## config.mk

```make
export PLATFORM = sky130hd
export DESIGN_NAME = mlaccel_memarb
export DESIGN_NICKNAME = d
export VERILOG_FILES = /design/src/rtl/mlaccel_pkg.sv /design/src/rtl/mlaccel_memarb_track.sv /design/src/rtl/mlaccel_memarb.sv
export SDC_FILE = /design/constraint.sdc
export NUM_CORES = 1
export LEC_CHECK = 0
export BUFFER_PORTS_ARGS = -buffer_cell sky130_fd_sc_hd__buf_2
export CAP_MARGIN = 20
export CORE_AREA = 5 5 158 160
export CTS_BUF_LIST = sky130_fd_sc_hd__clkbuf_8 sky130_fd_sc_hd__clkbuf_16
export DETAILED_ROUTE_END_ITERATION = 16
export DIE_AREA = 0 0 163 165
export PLACE_DENSITY = 0.46
export SKIP_CTS_REPAIR_TIMING = 1
export SYNTH_ARGS = -nofsm -noshare
export SYNTH_HDL_FRONTEND = slang
export SYNTH_HIERARCHICAL = 1
export SYNTH_SLANG_ARGS = --single-unit
```

## constraint.sdc

```tcl
create_clock -name clock -period 1.6 [get_ports clock]
set_clock_uncertainty 0.2 [all_clocks]
set_input_delay 0.32 -clock clock [delete_from_list [all_inputs] [get_ports clock]]
set_output_delay 0.32 -clock clock [all_outputs]
set_load 0.02 [all_outputs]
```

## src/rtl/mlaccel_pkg.sv

```systemverilog
// Shared constants for the accelerator memory subsystem: client indices,
// read latency and the memory port shape used by mlaccel_memory and its arbiter.
package mlaccel_pkg;

    localparam int unsigned MEM_AW     = 16;
    localparam int unsigned MEM_DW     = 64;
    localparam int unsigned MEM_BW     = MEM_DW / 8;

    localparam int unsigned CLI_C      = 0;
    localparam int unsigned CLI_H      = 1;
    localparam int unsigned CLI_S      = 2;
    localparam int unsigned NUM_CLI    = 3;

    localparam int unsigned MEM_RD_LAT = 2;

    typedef struct packed {
        logic [MEM_AW-1:0] addr;
        logic [MEM_BW-1:0] wen;
        logic [MEM_DW-1:0] wdata;
    } mem_req_t;

endpackage

```

## src/rtl/mlaccel_memarb_track.sv

```systemverilog
// Read-tag shift register for one client: a tag entering at grant time
// emerges as that client's rvalid MEM_RD_LAT cycles later.
module mlaccel_memarb_track
    import mlaccel_pkg::*;
(
    input  logic clk_i,
    input  logic rst_ni,
    input  logic rd_i,
    output logic rvalid_o
);

    logic [MEM_RD_LAT-1:0] tag_q, tag_d;

    always_comb begin
        tag_d = {tag_q[MEM_RD_LAT-2:0], rd_i};
    end

    always_ff @(posedge clk_i or negedge rst_ni) begin
        if (!rst_ni) begin
            tag_q <= '0;
        end else begin
            tag_q <= tag_d;
        end
    end

    assign rvalid_o = tag_q[MEM_RD_LAT-1];

endmodule

```

## src/rtl/mlaccel_memarb.sv

```systemverilog
// Fixed-latency arbiter for the shared memory port (compute > host > sequencer).
// Define MLACCEL_MEMARB_STARVE_EN to enable starvation boosting of host/sequencer.
module mlaccel_memarb
    import mlaccel_pkg::*;
#(
    parameter int unsigned STARVE_LIMIT = 15
) (
    input  logic        clock,
    input  logic        resetn,

    input  logic        c_req,
    input  logic [15:0] c_addr,
    input  logic [7:0]  c_wen,
    input  logic [63:0] c_wdata,
    output logic        c_ready,
    output logic        c_rvalid,
    output logic [63:0] c_rdata,

    input  logic        h_req,
    input  logic [15:0] h_addr,
    input  logic [1:0]  h_wen,
    input  logic [15:0] h_wdata,
    output logic        h_ack,
    output logic        h_rvalid,
    output logic [15:0] h_rdata,

    input  logic        s_req,
    input  logic [15:0] s_addr,
    output logic        s_ack,
    output logic        s_rvalid,
    output logic [31:0] s_rdata,

    output logic [15:0] mem_addr,
    output logic [7:0]  mem_wen,
    output logic [63:0] mem_wdata,
    input  logic [63:0] mem_rdata
);

    if (STARVE_LIMIT == 0 || STARVE_LIMIT > 255) begin : gen_bad_limit
        $error("mlaccel_memarb: STARVE_LIMIT must be in 1..255");
    end

    logic [NUM_CLI-1:0] gnt;
    logic               boost_h, boost_s;

`ifdef MLACCEL_MEMARB_STARVE_EN
    localparam logic [7:0] Limit = 8'(STARVE_LIMIT);

    logic [7:0] starve_h_q, starve_h_d;
    logic [7:0] starve_s_q, starve_s_d;

    // Boost only a client still asking; a dropped request forfeits its credit.
    assign boost_h = h_req && (starve_h_q >= Limit);
    assign boost_s = s_req && (starve_s_q >= Limit);

    always_comb begin
        starve_h_d = starve_h_q;
        starve_s_d = starve_s_q;
        if (!h_req || gnt[CLI_H]) begin
            starve_h_d = '0;
        end else if (starve_h_q < Limit) begin
            starve_h_d = starve_h_q + 8'd1;
        end
        if (!s_req || gnt[CLI_S]) begin
            starve_s_d = '0;
        end else if (starve_s_q < Limit) begin
            starve_s_d = starve_s_q + 8'd1;
        end
    end

    always_ff @(posedge clock or negedge resetn) begin
        if (!resetn) begin
            starve_h_q <= '0;
            starve_s_q <= '0;
        end else begin
            starve_h_q <= starve_h_d;
            starve_s_q <= starve_s_d;
        end
    end
`else
    assign boost_h = 1'b0;
    assign boost_s = 1'b0;
`endif

    always_comb begin
        gnt = '0;
        if (boost_h) begin
            gnt[CLI_H] = 1'b1;
        end else if (boost_s) begin
            gnt[CLI_S] = 1'b1;
        end else if (c_req) begin
            gnt[CLI_C] = 1'b1;
        end else if (h_req) begin
            gnt[CLI_H] = 1'b1;
        end else if (s_req) begin
            gnt[CLI_S] = 1'b1;
        end
        if (!resetn) begin
            gnt = '0;
        end
    end

    // c_ready is an acceptance strobe, so it is held low during reset like the acks.
    assign c_ready = resetn && !boost_h && !boost_s;
    assign h_ack   = gnt[CLI_H];
    assign s_ack   = gnt[CLI_S];

    mem_req_t port_q, port_d;

    always_comb begin
        port_d     = port_q;
        port_d.wen = '0;
        if (gnt[CLI_C]) begin
            port_d.addr  = c_addr;
            port_d.wen   = c_wen;
            port_d.wdata = c_wdata;
        end else if (gnt[CLI_H]) begin
            port_d.addr  = h_addr;
            port_d.wen   = {6'b0, h_wen};
            port_d.wdata = {48'b0, h_wdata};
        end else if (gnt[CLI_S]) begin
            port_d.addr  = s_addr;
        end
    end

    always_ff @(posedge clock or negedge resetn) begin
        if (!resetn) begin
            port_q <= '0;
        end else begin
            port_q <= port_d;
        end
    end

    assign mem_addr  = port_q.addr;
    assign mem_wen   = port_q.wen;
    assign mem_wdata = port_q.wdata;

    logic rd_c, rd_h, rd_s;

    assign rd_c = gnt[CLI_C] && (c_wen == '0);
    assign rd_h = gnt[CLI_H] && (h_wen == '0);
    assign rd_s = gnt[CLI_S];

    mlaccel_memarb_track u_track_c (
        .clk_i    (clock),
        .rst_ni   (resetn),
        .rd_i     (rd_c),
        .rvalid_o (c_rvalid)
    );

    mlaccel_memarb_track u_track_h (
        .clk_i    (clock),
        .rst_ni   (resetn),
        .rd_i     (rd_h),
        .rvalid_o (h_rvalid)
    );

    mlaccel_memarb_track u_track_s (
        .clk_i    (clock),
        .rst_ni   (resetn),
        .rd_i     (rd_s),
        .rvalid_o (s_rvalid)
    );

    assign c_rdata = mem_rdata;
    assign h_rdata = mem_rdata[15:0];
    assign s_rdata = mem_rdata[31:0];

endmodule

```

# Yosys cells after proc, flatten, opt, wreduce, memory -nomap -nowiden
# Index checks and enable logic that the tools add are counted.
[totals]
input_bits = 207
output_inout_bits = 206
register_bits = 94
[classes]
mux = 10
reduce_logical = 6
[op_table]
columns = ["cell", "count"]
rows = [
  ["$mux W88", 1],
  ["$mux W66", 1],
  ["$mux W16", 2],
  ["$logic_not A8 Y1", 1],
  ["$mux W1", 4],
  ["$mux W3", 1],
  ["$reduce_bool A3 Y1", 1],
  ["$logic_and A1 B1 Y1", 2],
  ["$logic_not A2 Y1", 1],
  ["$mux W2", 1],
  ["$reduce_bool A2 Y1", 1],
]

# Logic depth before layout (Yosys ltp)
# Gate-level depths: netlist of the first run.
[logic_depth]
ltp_word = 7
mapped_depth = 6
ltp_nobuf = 3

# By module
# The synthesis of the first run kept the hierarchy.
[modules_own_cells]
columns = ["module", "n_inst", "area_per_inst_um2", "cells_per_inst"]
rows = [
  ["mlaccel_memarb", 1, 4494.3, 431],
  ["mlaccel_memarb_track", 3, 50.0, 2],
]

# Least setup slack after synthesis of the first run
# No wires, ideal clock.
[synth_timing]
path_type = "input port to output port"
start = "input port resetn"
end = "output port s_ack"
n_path_buf = 2
arrival_time_ns = 1.251
slack_ns = -0.171
cell_stages = 4
required_ns = 1.080
path_cell_list = "buf_2 -> clkbuf_1 -> nand2_1 -> nor3_1"
[synth_via]
elab_chain_cells = 1
[synth_rtl]
columns = ["item", "line", "source"]
rows = [
  ["from (decl)", "mlaccel_memarb.sv:9", "input logic resetn,"],
  ["$mux W3", "mlaccel_memarb.sv:98", "if (!resetn) begin"],
  ["to (decl)", "mlaccel_memarb.sv:29", "output logic s_ack,"],
]
# No other way between the ends.

# Worst setup path after layout of the first run
[layout_timing]
start = "input port h_req"
end = "output port s_ack"
[layout_via]
elab_chain_cells = 3
[layout_rtl]
columns = ["item", "line", "source"]
rows = [
  ["from (decl)", "mlaccel_memarb.sv:19", "input logic h_req,"],
  ["$mux W1", "mlaccel_memarb.sv:93", "end else if (h_req) begin"],
  ["$mux W2", "mlaccel_memarb.sv:91", "end else if (c_req) begin"],
  ["$mux W3", "mlaccel_memarb.sv:98", ""],
]
# No other way between the ends.

==> metrics.txt, run 1 <==
status=complete, but fails checks; failing checks=negative hold slack; die width=about 160 um; Worst setup endpoint=s_ack; Synth area leaders=dfrtp_1, buf_4, a22o_1; CP required=approximately 1100 ps; H-Tree Depth=3; pwr/cell area=around 1100 nW/um2; syn nets=about 640; Filler Cells Inserted=about 2500; Achievable Freq=approximately 650 MHz; final period utilization=between 90% and 100%; Seq pwr share=43.1%; commonest non-fill, non-tap cell in the layout=buf_2; CP Launch Point=h_req; Mapped Cells=between 400 and 500; clock latency on the worst-skew pair=around 340 ps; post-route ant nets=0; R2R setup slack=just over 600 ps; Cell Area, Placed=around 5500 um2; area delta synth->final=30.04%; global-route wire length before repair=around 25000 um; Initial Util=about 20%; core area=23260 um2; final core occ=25.96%; Clk Tree Root Cell=clkbuf_16; fin area=around 6000 um2; Yosys top cell area share=about half; Vias per Instance=approximately 4.2; ANT cells=0; CTS Buffer Depth=2; Layout Cells excl Fill=911; final WL=17950 um; Worst Tran Pin Value=approximately 570 ps; Buffers on Ports=approximately 240; CTS sink cnt=94; grt ovf=0; Critical R2R Capture=mem_wdata[0]; # IOs=413; GPL Wtd Cong=0.7419; commonest cells after routing, fill and taps aside=buf_2, dfrtp_1, a22o_1, buf_4, dlygate4sd3_1; register area share after synthesis=50.65%; post-DP HPWL=13840 um; Ys Warns=6; R2R depth=2; share of layout cells above drive strength 1=roughly 48%; CTS clk-pin slew, worst paths=~80 ps; max-cap violation count=0; overall routing resource usage=approximately 12%; NetSw=between 2000 and 2500 uW; Final Hold Viols=between 50 and 60; CTS tree=built; DR WL/cell=around 20 um; CP Max Fanout=5; RSZ-0062 raised after global routing=no; initial antenna violation count=1; pin count of the biggest net entering global routing=36; clock share of power=about 34%; P_leak=0.002983 uW; FF-to-FF Start=mem_wdata[0]; residual DRC count=0; CP arrival=1030 ps; Inst Count DP=872; synthesized area per cell=about 11 um2; Sw Ratio=around a third; DR iter-0 viols=between 150 and 200; Hold/Removal Path Class=in2async; area leader, netlist=dfrtp_1; Netlist cell types=21; Worst Setup End Kind=primary output; Slew Viols, Final=0; DRT Pass-1 Iters=6; Nets=794; Comb power frac=22.7%; vias in the first global route=just under 4000; Via Count=3796; Worst Setup Start Kind=primary input; P_int=around 4300 uW; chip height=165 um; Final setup viols=0; die area=roughly 27000 um2; Max IR drop VDD=between 0.3 and 0.4 mV; Post-Syn Area=around 4600 um2; Max transition margin=a little over 60%; Crit Path Class=in2out; #FFs+latches synth=94; fin crit period=1548 ps; final hold slack=-201.4 ps; Site Rows=between 50 and 60; CTS Buf Count=9
## synthesized netlist by cell type, drive strengths merged
library cell / n
inv: 1
clkbuf: 9
nand2: 19
nor2: 17
o22ai: 16
and2: 1
and3: 7
o221ai: 16
nand3b: 16
dfrtp: 94
a31oi: 16
a21oi: 16
buf: 137
nor4: 3
o31a: 1
a22o: 50
o21ai: 17
nor3: 1
## power by group through the flow
stage	Clock [uW]	Sequential, uW	Combinational (uW)
2_1_floorplan	0	3110	809
3_3_place_gp	0	2810	1430
6_report	2190	2760	1450
4_1_cts	2310	2760	1440
5_1_grt	2370	2800	1570
3_5_place_dp	0	2810	1430
## logic make-up (layout without fill, tap and decap cells)
family	Yosys count	in the layout	share of synthesized area (%)
AND/OR/NAND/NOR	64	64	7.085
flip-flops	94	94	50.65
buffers and inverters	147	302	21.77
AO/OA/AOI/OAI	132	132	20.50
## flip-flops by register name, indices dropped and copies added, names as in the netlist
signal and cells:
mem_wdata 64, mem_addr 16, mem_wen 8, u_track_c/tag_q 2, u_track_h/tag_q 2, u_track_s/tag_q 2
## worst min-delay path by stage
stage	slack, ps	cells past startpoint	end
2_1_floorplan	-180	0	mem_addr[0]
3_5_place_dp	140	0	u_track_s/tag_q[1]
6_report	-200	2	mem_wdata[52]
5_1_grt	-190	2	mem_wdata[52]
3_3_place_gp	130	0	u_track_h/tag_q[1]
4_1_cts	-230	2	mem_addr[7]
## cell type report
cell class / instances / area [um2] / area share (%)
Clock buffer: 9 / 225.2 / 3.729
Clock inverter: 7 / 75.07 / 1.243
Inverter: 1 / 3.754 / 0.06215
Multi-Input combinational cell: 196 / 1301 / 21.55
Sequential cell: 94 / 2352 / 38.95
Tap cell: 319 / 399.1 / 6.609
Timing Repair Buffer: 285 / 1683 / 27.86
## metrics by stage
stage / worst slack [ps] / setup TNS, ps / total power [uW]
floorplan: 3.404 / 0 / 3914
global placement: -5.822 / -47.24 / 4239
detailed placement: -6.419 / -6.419 / 4237
CTS: 7.252 / 0 / 6507
global route: 5.363 / 0 / 6735
finish: 51.92 / 0 / 6399
## routing by layer
| metal | wire length [um] | vias up | GRT usage [%] |
|---|---|---|---|
| met5 | 11 | - | 0 |
| met4 | 230 | 2 | 3.546 |
| met3 | 1837 | 24 | 5.016 |
| met2 | 8780 | 237 | 20.85 |
| met1 | 7087 | 1769 | 14.11 |
| li1 | - | 1764 | - |
## worst max-delay path: stages
cell,delay (ps)
buf_2,160
buf_4,170
nor3_2,200
buf_4,180
Power figures use the tool's default switching activity.
==> run 2: changes to the inputs <==
--- a/config.mk
+++ b/config.mk
@@ -5,13 +5,14 @@
 export SDC_FILE = /design/constraint.sdc
 export NUM_CORES = 1
 export LEC_CHECK = 0
+export ABC_AREA = 1
 export BUFFER_PORTS_ARGS = -buffer_cell sky130_fd_sc_hd__buf_2
 export CAP_MARGIN = 20
 export CORE_AREA = 5 5 158 160
 export CTS_BUF_LIST = sky130_fd_sc_hd__clkbuf_8 sky130_fd_sc_hd__clkbuf_16
 export DETAILED_ROUTE_END_ITERATION = 16
 export DIE_AREA = 0 0 163 165
-export PLACE_DENSITY = 0.46
+export PLACE_DENSITY = 0.47
 export SKIP_CTS_REPAIR_TIMING = 1
 export SYNTH_ARGS = -nofsm -noshare
 export SYNTH_HDL_FRONTEND = slang
==> run 2 against run 1 <==
Compared with the run above: the run still ends with negative hold slack left; via count rose by 4.4%; power shrank 0.67%; utilization grew 1.7 points; sequential cell count did not move; largest cell class unchanged; count of clock-buffer cells in the layout stayed put; fmax rose by 1.0%; clock power decreased by 3%; sequential power hardly changed; highest routed layer unchanged; final cell count grew 11%; non-clock buffer count rose by 23.
==> metrics.txt, run 2 <==
status=complete, but fails checks; failing checks=negative hold slack; Clk Tree Root Cell=clkbuf_16; FF-to-FF Start=mem_wdata[25]; Synth area leaders=dfrtp_1, buf_4, nand2_1; max-cap violation count=0 (unchanged); Achievable Freq=652.6 MHz (+1.0%); CTS sink cnt=94 (unchanged); # IOs=413 (unchanged); Mapped Cells=510 (+17%); P_leak=0.003457 uW (+16%); Netlist cell types=19 (-9.5%); Worst Setup Start Kind=primary input; Worst Tran Pin Value=490.9 ps (-76.33 ps); H-Tree Depth=3 (unchanged); final setup TNS=0 ps (unchanged); Vias per Instance=3.925 (-5.8%); Critical-path top delay cell=buf_2; initial antenna violation count=1 (unchanged); die area=26900 um2 (unchanged); Final Hold Viols=63 (+19%); grt ovf=0 (unchanged); residual DRC count=0 (unchanged); post-DP HPWL=11550 um (-17%); die width=163 um (unchanged); cells along the critical path=buf_4, nand2_2, nor2_4, buf_2; final WL=15770 um (-12%); CP required=1080 ps (about the same); Ys Warns=6 (unchanged); CP arrival=1010 ps (-20 ps); RSZ-0062 raised after global routing=no; CTS Buffer Depth=2 (unchanged); CTS Buf Count=9 (unchanged); Nets=894 (+13%); Post-synth EDFFs=0 (unchanged); pin count of the biggest net entering global routing=60 (+67%); overall routing resource usage=10.96% (-1.3 points); core area=23260 um2 (unchanged); CP Max Fanout=7 (+2); Buffers on Ports=236 (unchanged); Synth Flop Type=dfrtp_1; Synth async-reset ratio=100.0% (unchanged); Max transition margin=67.27% (+5.2 points); Yosys top cell area share=49.31% (-1.3 points); commonest non-fill, non-tap cell in the layout=buf_2; synthesized area per cell=9.355 um2 (-12%); fin crit period=1532 ps (-15.70 ps); final hold slack=-188.6 ps (+12.82 ps); vias in the first global route=3774 (-1.8%); Inst Count DP=939 (+7.7%); Buffers & Inverters on Critical Path=2 (-1); DR WL/cell=15.61 um (-21%); synth cell count leaders=buf_4, nand2_1, dfrtp_1; Post-Syn Area=4771 um2 (+2.7%); CTS tree=built; Via Count=3964 (+4.4%); pwr/cell area=987.3 nW/um2 (-6.8%); family with the most delay on the worst path=buffers and inverters; Final setup viols=0 (unchanged); CTS clk-pin slew, worst paths=60 ps (-20 ps); Filler Cells Inserted=2522 (+1.0%); commonest cells after routing, fill and taps aside=buf_2, nand2_1, dfrtp_1, dlygate4sd3_1; Crit Path Class=in2out; clock latency on the worst-skew pair=350 ps (about the same); R2R setup slack=690 ps (+70 ps); syn nets=717 (+11%); share of layout cells above drive strength 1=39.51% (-8.1 points); post-route ant nets=0 (unchanged); Initial Util=20.51% (+0.54 points); top-count cell post-synth=buf_4; Slew Viols, Final=0 (unchanged); Max IR drop VDD=0.3876 mV (-0.52%); Layout Cells excl Fill=1010 (+11%); chip height=165 um (unchanged); register area share after synthesis=49.31% (-1.3 points); area delta synth->final=34.93%; ANT cells=0 (unchanged); Worst Setup End Kind=primary output; #FFs+latches synth=94 (unchanged); CP peak stage delay=220 ps (+20 ps); GPL Wtd Cong=0.7290 (-1.7%); Critical R2R Capture=mem_wdata[25]; DRT Pass-1 Iters=4 (-2); max reg flops=64 (unchanged); R2R depth=1 (-1); Site Rows=56 (unchanged); DR iter-0 viols=154 (-9.4%); final period utilization=95.77% (-0.98 points); Hold/Removal Path Class=in2async; global-route wire length before repair=22220 um (-9.6%); area leader, netlist=dfrtp_1
## run 2: worst max-delay path by stage
stage | from | end | slack (ps) | cells after the start
final | resetn | h_ack | 70 | 4
after global routing | resetn | h_ack | 9 | 4
after CTS | resetn | c_ready | 30 | 3
after detailed placement | c_req | mem_addr[3] | 3 | 7
after global placement | c_req | mem_addr[6] | 10 | 7
after floorplan | c_req | s_ack | 80 | 5
## run 2: area by class of cell
type / instances / area (um2) / share of cell area [%]
Clock buffer: 9 / 225.2 / 3.499
Sequential cell: 94 / 2352 / 36.54
Tap cell: 319 / 399.1 / 6.200
Timing Repair Buffer: 308 / 2012 / 31.25
Inverter: 12 / 45.04 / 0.6997
Multi-Input combinational cell: 262 / 1348 / 20.93
Clock inverter: 6 / 56.30 / 0.8746
## run 2: per-layer routing
metal	global-route usage, %	wire [um]
met5	0	20
met3	4.243	1353
met2	17.79	7685
met4	6.443	724
met1	12.25	5984
## run 2: power breakdown
group	internal (uW)	switching, uW	total, uW
combinational	641	844	1490
clock	1190	926	2120
sequential	2620	130	2750
total	4460	1900	6360
## run 2: logic make-up after synthesis
logic type             Yosys count  share of synthesized area (%)
flip-flops                      94                          49.31
AO/OA/AOI/OAI                   67                          11.04
buffers and inverters          154                          22.45
AND/OR/NAND/NOR                195                          17.20
## run 2: per-stage QoR
step                total power, uW  setup slack (ps)  instance area [um2]  utilization, %
finish                         6356             67.62                 6437           27.67
global route                   6734             9.028                 6437           27.67
CTS                            6399             33.19                 5854           25.17
floorplan                      3928             79.00                 4771               -
detailed placement             4200             3.282                 5573           23.96
global placement               4202             14.86                 5573           23.96
==> run 3: changes to the inputs <==
--- a/config.mk
+++ b/config.mk
@@ -12,7 +12,7 @@
 export CTS_BUF_LIST = sky130_fd_sc_hd__clkbuf_8 sky130_fd_sc_hd__clkbuf_16
 export DETAILED_ROUTE_END_ITERATION = 16
 export DIE_AREA = 0 0 163 165
-export PLACE_DENSITY = 0.47
+export PLACE_DENSITY = 0.5
 export SKIP_CTS_REPAIR_TIMING = 1
 export SYNTH_ARGS = -nofsm -noshare
 export SYNTH_HDL_FRONTEND = slang
==> run 3 against run 2 <==
Compared with the run above: the run still ends with negative hold slack left; clock power down 2%; combinational power down 5%; global-route usage down 0.12 points; non-clock buffer count down 25; sequential share of layout area up 1.8 points; critical endpoint is now s_ack; largest cell class unchanged.
==> metrics.txt, run 3 (same netlist as run 2, synthesis figures left out) <==
residual DRC count=0 (unchanged); chip height=165 um (unchanged); area delta synth->final=28.48%; DR iter-0 viols=196 (+27%); P_int=4308 uW (-3.3%); Via Count=3911 (-1.3%); GPL Wtd Cong=0.7043 (-3.4%); status=complete, but fails checks; DP Worst Slack=65.05 ps (+61.77 ps); CP Max Fanout=5 (-2); overall routing resource usage=10.84% (-0.12 points); P_leak=0.003310 uW (-4.2%); clock latency on the worst-skew pair=340 ps (about the same); core area=23260 um2 (unchanged); Buffers & Inverters on Critical Path=3 (+1); CP Depth=5 (+1); total power=6248 uW (-1.7%); FF-to-FF Start=mem_wdata[41]; Layout Cells excl Fill=986 (-2.4%); R2R setup slack=680 ps (about the same); global-route wire length before repair=22430 um (+0.90%); CTS Buffer Depth=2 (unchanged); final period utilization=94.44% (-1.3 points); die area=26900 um2 (unchanged); Worst setup endpoint=s_ack; CP peak stage delay=190 ps (-30 ps); Comb power frac=22.6% (-0.8 points); Critical R2R Capture=mem_wdata[41]; die width=163 um (unchanged); Max transition margin=69.25% (+2.0 points); post-DP HPWL=11330 um (-1.9%); Final Hold Viols=4 (-94%); Worst Tran Pin Value=461.3 ps (-29.61 ps); vias in the first global route=3886 (+3.0%); Worst Setup Start Kind=primary input; Site Rows=56 (unchanged); share of layout cells above drive strength 1=41.23% (+1.7 points); final WL=15380 um (-2.5%); Slew Viols, Final=0 (unchanged); Critical-path top delay cell=buf_2; max-cap violation count=0 (unchanged); Clk Tree Root Cell=clkbuf_16; CP arrival=990 ps (-20 ps); Buffers on Ports=236 (unchanged); Achievable Freq=661.8 MHz (+1.4%); Crit Path Class=in2out; Most common cell on crit path=buf_2; pin count of the biggest net entering global routing=86 (+43%); Sw Ratio=31.04% (+1.2 points); RSZ-0062 raised after global routing=no; Nets=869 (-2.8%); pwr/cell area=1019 nW/um2 (+3.2%); # IOs=413 (unchanged); Initial Util=20.51% (unchanged); grt ovf=0 (unchanged); Seq pwr share=44.0% (+0.7 points); CP Launch Point=c_req; DR WL/cell=15.59 um (-0.12%); CTS clk-pin slew, worst paths=70 ps (about the same); R2R depth=1 (unchanged); initial antenna violation count=3 (+2); CTS sink cnt=94 (unchanged); clock share of power=33.3% (about the same); NetSw=1939 uW (+2.1%); family with the most delay on the worst path=buffers and inverters; DRT Pass-1 Iters=4 (unchanged); CTS tree=built; Final setup viols=0 (unchanged); failing checks=negative hold slack; max reg flops=64 (unchanged); cells along the critical path=buf_2, nor2_1, nand2_2, inv_1, buf_2; Hold/Removal Path Class=in2reg; Vias per Instance=3.967 (+1.1%); final hold slack=-7.047 ps (+181.5 ps); commonest cells after routing, fill and taps aside=buf_2, nand2_1, dfrtp_1, nand3_1, a22o_1; post-route ant nets=0 (unchanged); Max IR drop VDD=0.3950 mV (+1.9%); Filler Cells Inserted=2566 (+1.7%); Worst Setup End Kind=primary output; Inst Count DP=939 (unchanged); setup ws final=88.97 ps (+21.35 ps); final setup TNS=0 ps (unchanged); CP required=1080 ps (about the same); commonest non-fill, non-tap cell in the layout=buf_2; fin crit period=1511 ps (-21.35 ps); H-Tree Depth=3 (unchanged); ANT cells=0 (unchanged); CTS Buf Count=9 (unchanged)
## run 3: cell types whose count changed in the layout (fill, tap and decap cells not counted), sizes merged
cell,previous run,this run
bufinv,1,0
dlygate4sd3,55,31
clkinvlp,0,3
inv,14,13
clkinv,3,2
## run 3: stage by stage
stage          area, um2  utilization (%)
5_1_grt             6130            26.35
2_1_floorplan       4771                -
6_report            6130            26.35
3_5_place_dp        5535            23.80
4_1_cts             5819            25.02
3_3_place_gp        5535            23.80
## run 3: worst min path at each step
| stage | start | end | cells past startpoint |
|---|---|---|---|
| after floorplan | resetn | mem_addr[0] | 0 |
| after global placement | u_track_c/tag_q[0] | u_track_c/tag_q[1] | 0 |
| after detailed placement | u_track_s/tag_q[0] | u_track_s/tag_q[1] | 0 |
| after CTS | resetn | mem_addr[8] | 2 |
| after global routing | c_wdata[6] | mem_wdata[6] | 3 |
| final | c_wdata[0] | mem_wdata[0] | 3 |
## run 3: power groups by stage
stage	Sequential (uW)	Clock, uW	Combinational (uW)
floorplan	3110	0	820
global placement	2790	0	1380
detailed placement	2790	0	1390
CTS	2750	2210	1390
global route	2790	2280	1550
finish	2750	2080	1410
## run 3: cell type report
cell class / count / area (um2) / area share (%)
clock buffer: 10 / 239.0 / 3.899
multi-input combinational: 262 / 1348 / 21.98
timing repair buffer: 283 / 1702 / 27.76
sequential: 94 / 2352 / 38.38
tap: 319 / 399.1 / 6.512
clock inverter: 6 / 45.04 / 0.7348
inverter: 12 / 45.04 / 0.7348
## run 3: metal layers
metal  track usage, %  share of wire [%]  vias up
li1                 -                  -     1869
met3            3.344                7.8       66
met1            12.73                 39     1795
met4            5.604                3.9        6
met5                0               0.27        -
met2            17.87                 49      175
